===== src/rtl/harmonica_sequencer.sv =====
// Melody sequencer: steps a programmable {swar, dur} table and drives the
// harmonica datapath play/swar_select inputs, with an articulation gap per note.
module harmonica_sequencer #(
    parameter int unsigned DEPTH      = 16,
    parameter int unsigned AW         = 4,
    parameter int unsigned DUR_W      = 4,
    parameter int unsigned BEAT_TICKS = 2000,
    parameter int unsigned GAP_TICKS  = 400
) (
    input  logic             clk,
    input  logic             rst_n,
    input  logic             tick,
    input  logic             wr_en,
    input  logic [AW-1:0]    wr_addr,
    input  logic [DUR_W+2:0] wr_data,
    input  logic             start,
    input  logic             stop,
    input  logic             loop,
    output logic             play,
    output logic [2:0]       swar_select,
    output logic             busy,
    output logic [AW-1:0]    note_idx,
    output logic             done
);
    localparam int unsigned NW = DUR_W + $clog2(BEAT_TICKS + 1);
    localparam int unsigned GW = (GAP_TICKS > 0) ? $clog2(GAP_TICKS + 1) : 1;
    localparam int unsigned CW = (NW > GW) ? NW : GW;
    localparam int unsigned EW = DUR_W + 3;

    typedef enum logic [1:0] {ST_IDLE, ST_NOTE, ST_GAP} state_t;

    state_t           r_state, w_state_nx;
    logic [EW-1:0]    r_table [DEPTH];
    logic [2:0]       r_swar, w_swar_nx;
    logic [DUR_W-1:0] r_dur, w_dur_nx;
    logic [AW-1:0]    r_idx, w_idx_nx;
    logic [CW-1:0]    r_cnt, w_cnt_nx;
    logic [CW-1:0]    w_cnt_inc, w_note_ticks;
    logic             r_play, r_busy, r_done, w_done_nx;
    logic             w_advance, w_load;
    logic [AW-1:0]    w_load_idx, w_next_idx;
    logic             w_ent0_ok, w_next_ok;

    assign w_note_ticks = CW'(r_dur) * CW'(BEAT_TICKS);
    assign w_cnt_inc    = r_cnt + CW'(1);
    assign w_next_idx   = r_idx + AW'(1);
    assign w_ent0_ok    = |r_table[0][DUR_W-1:0];
    assign w_next_ok    = (r_idx != AW'(DEPTH - 1)) && (|r_table[w_next_idx][DUR_W-1:0]);

    always_comb begin
        w_state_nx = r_state;
        w_swar_nx  = r_swar;
        w_dur_nx   = r_dur;
        w_idx_nx   = r_idx;
        w_cnt_nx   = r_cnt;
        w_done_nx  = 1'b0;
        w_advance  = 1'b0;
        w_load     = 1'b0;
        w_load_idx = '0;
        unique case (r_state)
            ST_IDLE: begin
                if (start && !stop) begin
                    if (w_ent0_ok) w_load    = 1'b1;
                    else           w_done_nx = 1'b1;
                end
            end
            ST_NOTE: begin
                if (stop) begin
                    w_state_nx = ST_IDLE;
                end else if (tick) begin
                    if (w_cnt_inc == w_note_ticks) begin
                        if (GAP_TICKS == 0) begin
                            w_advance = 1'b1;
                        end else begin
                            w_state_nx = ST_GAP;
                            w_cnt_nx   = '0;
                        end
                    end else begin
                        w_cnt_nx = w_cnt_inc;
                    end
                end
            end
            ST_GAP: begin
                if (stop) begin
                    w_state_nx = ST_IDLE;
                end else if (tick) begin
                    if (w_cnt_inc == CW'(GAP_TICKS)) w_advance = 1'b1;
                    else                             w_cnt_nx  = w_cnt_inc;
                end
            end
            default: w_state_nx = ST_IDLE;
        endcase

        // Advance and loop restart share the fetch path below; w_load_idx stays 0 for restarts.
        if (w_advance) begin
            if (w_next_ok) begin
                w_load     = 1'b1;
                w_load_idx = w_next_idx;
            end else if (loop && w_ent0_ok) begin
                w_load = 1'b1;
            end else begin
                w_state_nx = ST_IDLE;
                w_done_nx  = 1'b1;
            end
        end

        if (w_load) begin
            w_state_nx = ST_NOTE;
            w_swar_nx  = r_table[w_load_idx][EW-1:DUR_W];
            w_dur_nx   = r_table[w_load_idx][DUR_W-1:0];
            w_idx_nx   = w_load_idx;
            w_cnt_nx   = '0;
        end
    end

    always_ff @(posedge clk) begin
        if (!rst_n) begin
            r_state <= ST_IDLE;
            r_swar  <= '0;
            r_dur   <= '0;
            r_idx   <= '0;
            r_cnt   <= '0;
            r_play  <= 1'b0;
            r_busy  <= 1'b0;
            r_done  <= 1'b0;
            for (int unsigned i = 0; i < DEPTH; i++) r_table[i] <= '0;
        end else begin
            r_state <= w_state_nx;
            r_swar  <= w_swar_nx;
            r_dur   <= w_dur_nx;
            r_idx   <= w_idx_nx;
            r_cnt   <= w_cnt_nx;
            r_play  <= (w_state_nx == ST_NOTE);
            r_busy  <= (w_state_nx != ST_IDLE);
            r_done  <= w_done_nx;
            if (wr_en) r_table[wr_addr] <= wr_data;
        end
    end

    assign play        = r_play;
    assign swar_select = r_swar;
    assign busy        = r_busy;
    assign note_idx    = r_idx;
    assign done        = r_done;
endmodule

===== config.mk =====
export PLATFORM = sky130hd
export DESIGN_NAME = harmonica_sequencer
export DESIGN_NICKNAME = d
export VERILOG_FILES = /design/src/rtl/harmonica_sequencer.sv
export SDC_FILE = /design/constraint.sdc
export NUM_CORES = 1
export LEC_CHECK = 0
export BUFFER_PORTS_ARGS = -buffer_cell sky130_fd_sc_hd__buf_2
export CAP_MARGIN = 20
export CORE_MARGIN = 2
export CORE_UTILIZATION = 40
export CTS_CLUSTER_DIAMETER = 40
export DETAILED_ROUTE_END_ITERATION = 12
export PLACE_DENSITY = 0.57
export SYNTH_ARGS = -nofsm -noshare
export SYNTH_HDL_FRONTEND = slang
export SYNTH_SLANG_ARGS = --single-unit

===== constraint.sdc =====
create_clock -name clk -period 3.5 [get_ports clk]
set_input_delay 0.875 -clock clk [delete_from_list [all_inputs] [get_ports clk]]
set_output_delay 0.875 -clock clk [all_outputs]
set_load 0.05 [all_outputs]

== Word level (Yosys, flattened, before mapping) ==
Memories as Yosys holds them, arrays and structs flattened. A register that Yosys moved wholly into a read port is not among the register bits.
Index checks and enable logic that the tools add are counted.

* Output and inout port bits: 10
* Input port bits: 18
* Bits in writable memories: 112
* Memories: 1
* Logic and storage cells: 76
* Bits in registers: 24

* Bitwise logic cells: 1
* Reductions and logical operators: 13
* Mux-type cells: 41
* Equal/unequal tests: 11
* Multiply operators: 1
* $add $sub $neg: 2

{| class="wikitable"
|+ Memories
! name !! depth !! bits a word !! rd ports !! clocked after Yosys merged registers in !! write ports !! RTL line !! RTL
|-
| r_table || 16 || 7 || 3 || 1 || 16 || 33 || <nowiki>logic [EW-1:0] r_table [DEPTH];</nowiki>
|}

{| class="wikitable"
|+ Operators by type and width
! kind !! number
|-
| $mux 15 || 6
|-
| $pmux 15 s2 || 1
|-
| $mux 1 || 21
|-
| $mux 2 || 8
|-
| $add 15x1->15 const B || 1
|-
| $eq 15x15->1 || 1
|-
| $eq 15x9->1 const B || 1
|-
| $mux 4 || 3
|-
| $mul 4x7->11 const B || 1
|-
| $ne 2x2->1 const B || 5
|-
| $reduce_or 4->1 || 2
|-
| $mux 7 || 1
|-
| $reduce_or 7->1 || 1
|-
| $pmux 2 s3 || 1
|-
| $reduce_and 6->1 || 1
|-
| $add 4x1->4 const B || 1
|-
| $eq 2x1->1 const B || 2
|-
| $ne 4x4->1 const B || 1
|-
| $reduce_bool 2->1 || 2
|-
| $logic_and 1x1->1 || 3
|-
| $eq 2x2->1 const B || 1
|-
| $logic_not 1->1 || 2
|-
| $logic_not 2->1 || 1
|-
| $reduce_or 2->1 || 1
|-
| $not 1->1 || 1
|}

== Depth between registers and ports, before layout ==
* Depth in word-level cells: 11
* Mapped depth: 14
* Depth with buffers taken out: 12

== Least setup slack after synthesis ==
No wires, ideal clock.

* Path kind: register -> register
* From: register r_dur[2] (read register of r_table)
* To: register r_cnt[11]
* Library setup time: 0.115 ns
* Arrival: 3.408 ns
* Buffers on the path: 1
* Stages on the path, launching flop included: 13
* Required time: 3.385 ns
* Clock period less this slack: 3.523 ns
* Path slack: -0.023 ns
* Path through: dfxtp_1 fa_1 fa_1 ha_1 xor2_1 xnor2_1 xnor2_1 or3_1 nor4_1 nand4_1 o211ai_2 buf_4 nor2_1

* Longest elaborated chain between the ends: 6

{| class="wikitable"
|+ Ends and longest elaborated chain
! item !! RTL line !! RTL
|-
| start, declared || 35 || <nowiki>logic [DUR_W-1:0] r_dur, w_dur_nx;</nowiki>
|-
| $mul 4x7->11 || 44 || <nowiki>assign w_note_ticks = CW'(r_dur) * CW'(BEAT_TICKS);</nowiki>
|-
| $eq 15x15->1 || 71 || <nowiki>if (w_cnt_inc == w_note_ticks) begin</nowiki>
|-
| $mux 15 || 71 ||
|-
| $mux 15 || 70 || <nowiki>end else if (tick) begin</nowiki>
|-
| $mux 15 || 68 || <nowiki>if (stop) begin</nowiki>
|-
| $pmux 15 s2 || 60 || <nowiki>unique case (r_state)</nowiki>
|-
| end signal, assigned || 132 || <nowiki>r_cnt <= w_cnt_nx;</nowiki>
|-
| end, declared || 37 || <nowiki>logic [CW-1:0] r_cnt, w_cnt_nx;</nowiki>
|}

Every way passes these cells. The select of a mux whose other input is x is not followed.
A chain may end at the register's enable or synchronous reset.

== Worst setup path in the final report ==
* From: register r_dur[1] (read register of r_table)
* To: register r_cnt[11]

The elaborated chain is that of the path after synthesis.

==> qor.yml <==
synth-seq-area-share: 0.483
wl_um: 21900
vias: 6244
ys_seq_elements: 143
relSlewSlack: 0.381
ys_warn_count: 0
rsz0062_at_grt: "yes"
layout_min_cycle_time_ns: 3.47
path_delay_family: "adder cells"
initial_utilization: 0.408
viasPerCell: 5.55
crit_path_max_fanout: 14
syn_area_um2: 8250
ant_nets: 0
end_kind: "register"
hold_buffers: 0
critPathKind: "register to register"
dieWidth_um: 148
wl_per_cell_um: 19.5
cts.htree.levels: 4
finalMaxSlewViolations: 0
path_common_cell: "xnor2_1"
worst_pin_slew_ns: 0.919
rows: 52
yosysTopAreaCell: "edfxtp_1"
p_per_area_nw_per_um2: 424
max_freq_mhz: 289
antenna_found_initial: 0
layout_worst_path_cycle_share: 0.990
crit_required_ns: 3.82
n_antenna_cell: 0
detail_route.first_pass.iterations: 5
async_flop_share: 0
synth_area_leaders: "edfxtp_1 (41%), and2_1 (8.6%), dfxtp_1 (7.5%)"
io_pins: 28
outcome: "finished clean"
die_h_um: 148
cpMaxStageDelayCell: "fa_2"
syn2layout_area_growth_pct: 17.5
cts-buffers-inserted: 17
grt_max_degree: 29
placeableCoreArea_um2: 20200
synthesis.nets: 819
synth_top_area_share: 0.408
avgSynthCellArea_um2: 10.6
first_iter_violations: 379
hold_viol_final: 0
clkSlewWorstSetupHoldPaths_ns: 0.06
synth_ff_type: "edfxtp_1"
grt_pass1_vias: 6291
ys_types: 77
synth-edff-count: 112
tritoncts: "done"
clkSinkCount: 143
leakage_nw: 3.38
drive_gt1_frac: 0.195
fillers: 1854
port_buffers: 27
final_common_cell: "and2_1"
cts_max_path_buffers: 2
worstPathArrival_ns: 3.79
worst_setup_path_start_kind: "register"
grt.total_usage: 0.209
slowest_delay_ns: 0.59
path_cells: "fa_2, buf_4, inv_1, fa_1, ha_4, xnor2_1, xnor2_1, xor2_1, nor4_2, nand4_1, o211ai_2, buf_12, nor2_1"
finalSetupViolCount: 0
place_congestion: 0.926
clk-insertion-delay-late_ns: 0.43
ir_drop_uv: 310
fin_skew_ns: 0.00767
grt_pass1_wl_um: 34800
fin_nets: 883
grt_overflow: 0
crit_buf_inv: 3
die_area_um2: 21800
root_buffer: "clkbuf_16"
cap_violations: 0
dpl.cell_count: 1091
post-route-util: 0.479
finalNonFillerCells: 1125
remaining_drc_errors: 0
min_path_type: "register to register"
final_cell_mix: "and2_1 (114), edfxtp_1 (112), nor2_1 (64)"
syn_inst: 778
hpwl_um: 16300
## where the power goes
group          switching (W)  internal, W  leakage [nW]
clock network       0.000747      0.00106         0.282
logic               0.000203     0.000137          1.78
registers          0.0000456      0.00191          1.32
total               0.000996      0.00311          3.38
## flip-flops by register name, summed over array words and instances, names as in the netlist
signal       count
note_idx         4
busy             1
r_dur            4
r_state          2
play             1
swar_select      3
done             1
r_table        112
r_cnt           15
## cells by family (layout without fill, tap and decap cells)
kind of cell             after synthesis  count (layout)  synth area share
buffers and inverters                 53             130            0.0296
flip-flops                           143             143             0.483
adder cells (fa/ha/maj)               23              23            0.0413
AO/OA/AOI/OAI                        145             145             0.118
XOR/XNOR                              44              44            0.0467
AND/OR/NAND/NOR                      336             336             0.231
multiplexers                          34              34            0.0508
## worst paths after layout
kind	startpoint	to	slack, ns	depth (start not counted)
setup / recovery	r_dur[1]$_SDFFE_PN0P_	r_cnt[11]$_SDFFE_PP0P_	0.03	13
hold / removal	r_table[8][6]$_SDFFCE_PN0P_	swar_select[2]$_SDFFE_PN0P_	0.53	2
setup reg to reg	r_dur[1]$_SDFFE_PN0P_	r_cnt[11]$_SDFFE_PP0P_	0.03	13
hold reg to reg	r_table[8][6]$_SDFFCE_PN0P_	swar_select[2]$_SDFFE_PN0P_	0.53	2
## tightest hold or removal path: cells and delay by family (launching register included)
| kind | cells | cell delay [ns] |
|---|---|---|
| compound gates | 2 | 0.17 |
| flops | 1 | 0.32 |
## Yosys cell counts (all sizes together), types with 7 or more instances
| cell | instances |
|---|---|
| nand2b | 13 |
| mux2i | 25 |
| a211oi | 8 |
| dfxtp | 31 |
| buf | 16 |
| xor2 | 15 |
| clkbuf | 26 |
| inv | 10 |
| a31oi | 7 |
| o21ai | 29 |
| nand2 | 39 |
| or4 | 7 |
| xnor2 | 29 |
| nor3 | 26 |
| fa | 7 |
| nand3 | 16 |
| a21oi | 42 |
| nand4 | 9 |
| ha | 16 |
| nor4 | 16 |
| nor2 | 64 |
| and2 | 116 |
| edfxtp | 112 |
## final cells by class
type                            instances  area [um2]  area share
Clock inverter                         15         160      0.0165
Sequential cell                       143        3990       0.412
Clock buffer                           17         425      0.0439
Multi-Input combinational cell        582        4130       0.427
Inverter                               11        41.3     0.00426
Tap cell                              270         338      0.0349
Timing Repair Buffer                   87         598      0.0617
## layer usage
| metal | GRT usage | wire length, um | up-vias | share of wire |
|---|---|---|---|---|
| met3 | 0.0398 | 1030 | 53 | 0.047 |
| met5 | 0 | 0 | - | 0 |
| met1 | 0.266 | 9250 | 3022 | 0.42 |
| met2 | 0.349 | 10900 | 183 | 0.50 |
| met4 | 0.0928 | 697 | 0 | 0.032 |
| li1 | - | - | 2986 | - |
## what timing repair did
action / in CTS / in global routing
setup buffers: 0 / 1
gates resized for setup: 2 / 18
endpoints found under the setup margin: 18 / 23
pin swaps: 4 / 1
gates cloned: 0 / 0
## metrics by stage
step / setup TNS (ns) / cell area, um2 / power [W] / worst slack [ns] / hold WS, ns
4_1_cts: 0 / 9570 / 0.00412 / 0.00728 / 0.531
5_1_grt: -1.52 / 9690 / 0.00425 / -0.108 / 0.569
6_report: 0 / 9690 / 0.00410 / 0.0342 / 0.533
3_5_place_dp: -2.66 / 8970 / 0.00232 / -0.175 / 0.517
3_3_place_gp: -2.14 / 8970 / 0.00231 / -0.138 / 0.501
2_1_floorplan: 0 / 8250 / 0.00219 / 0.0115 / 0.490
Note: power is estimated with default switching activity, not from simulation.
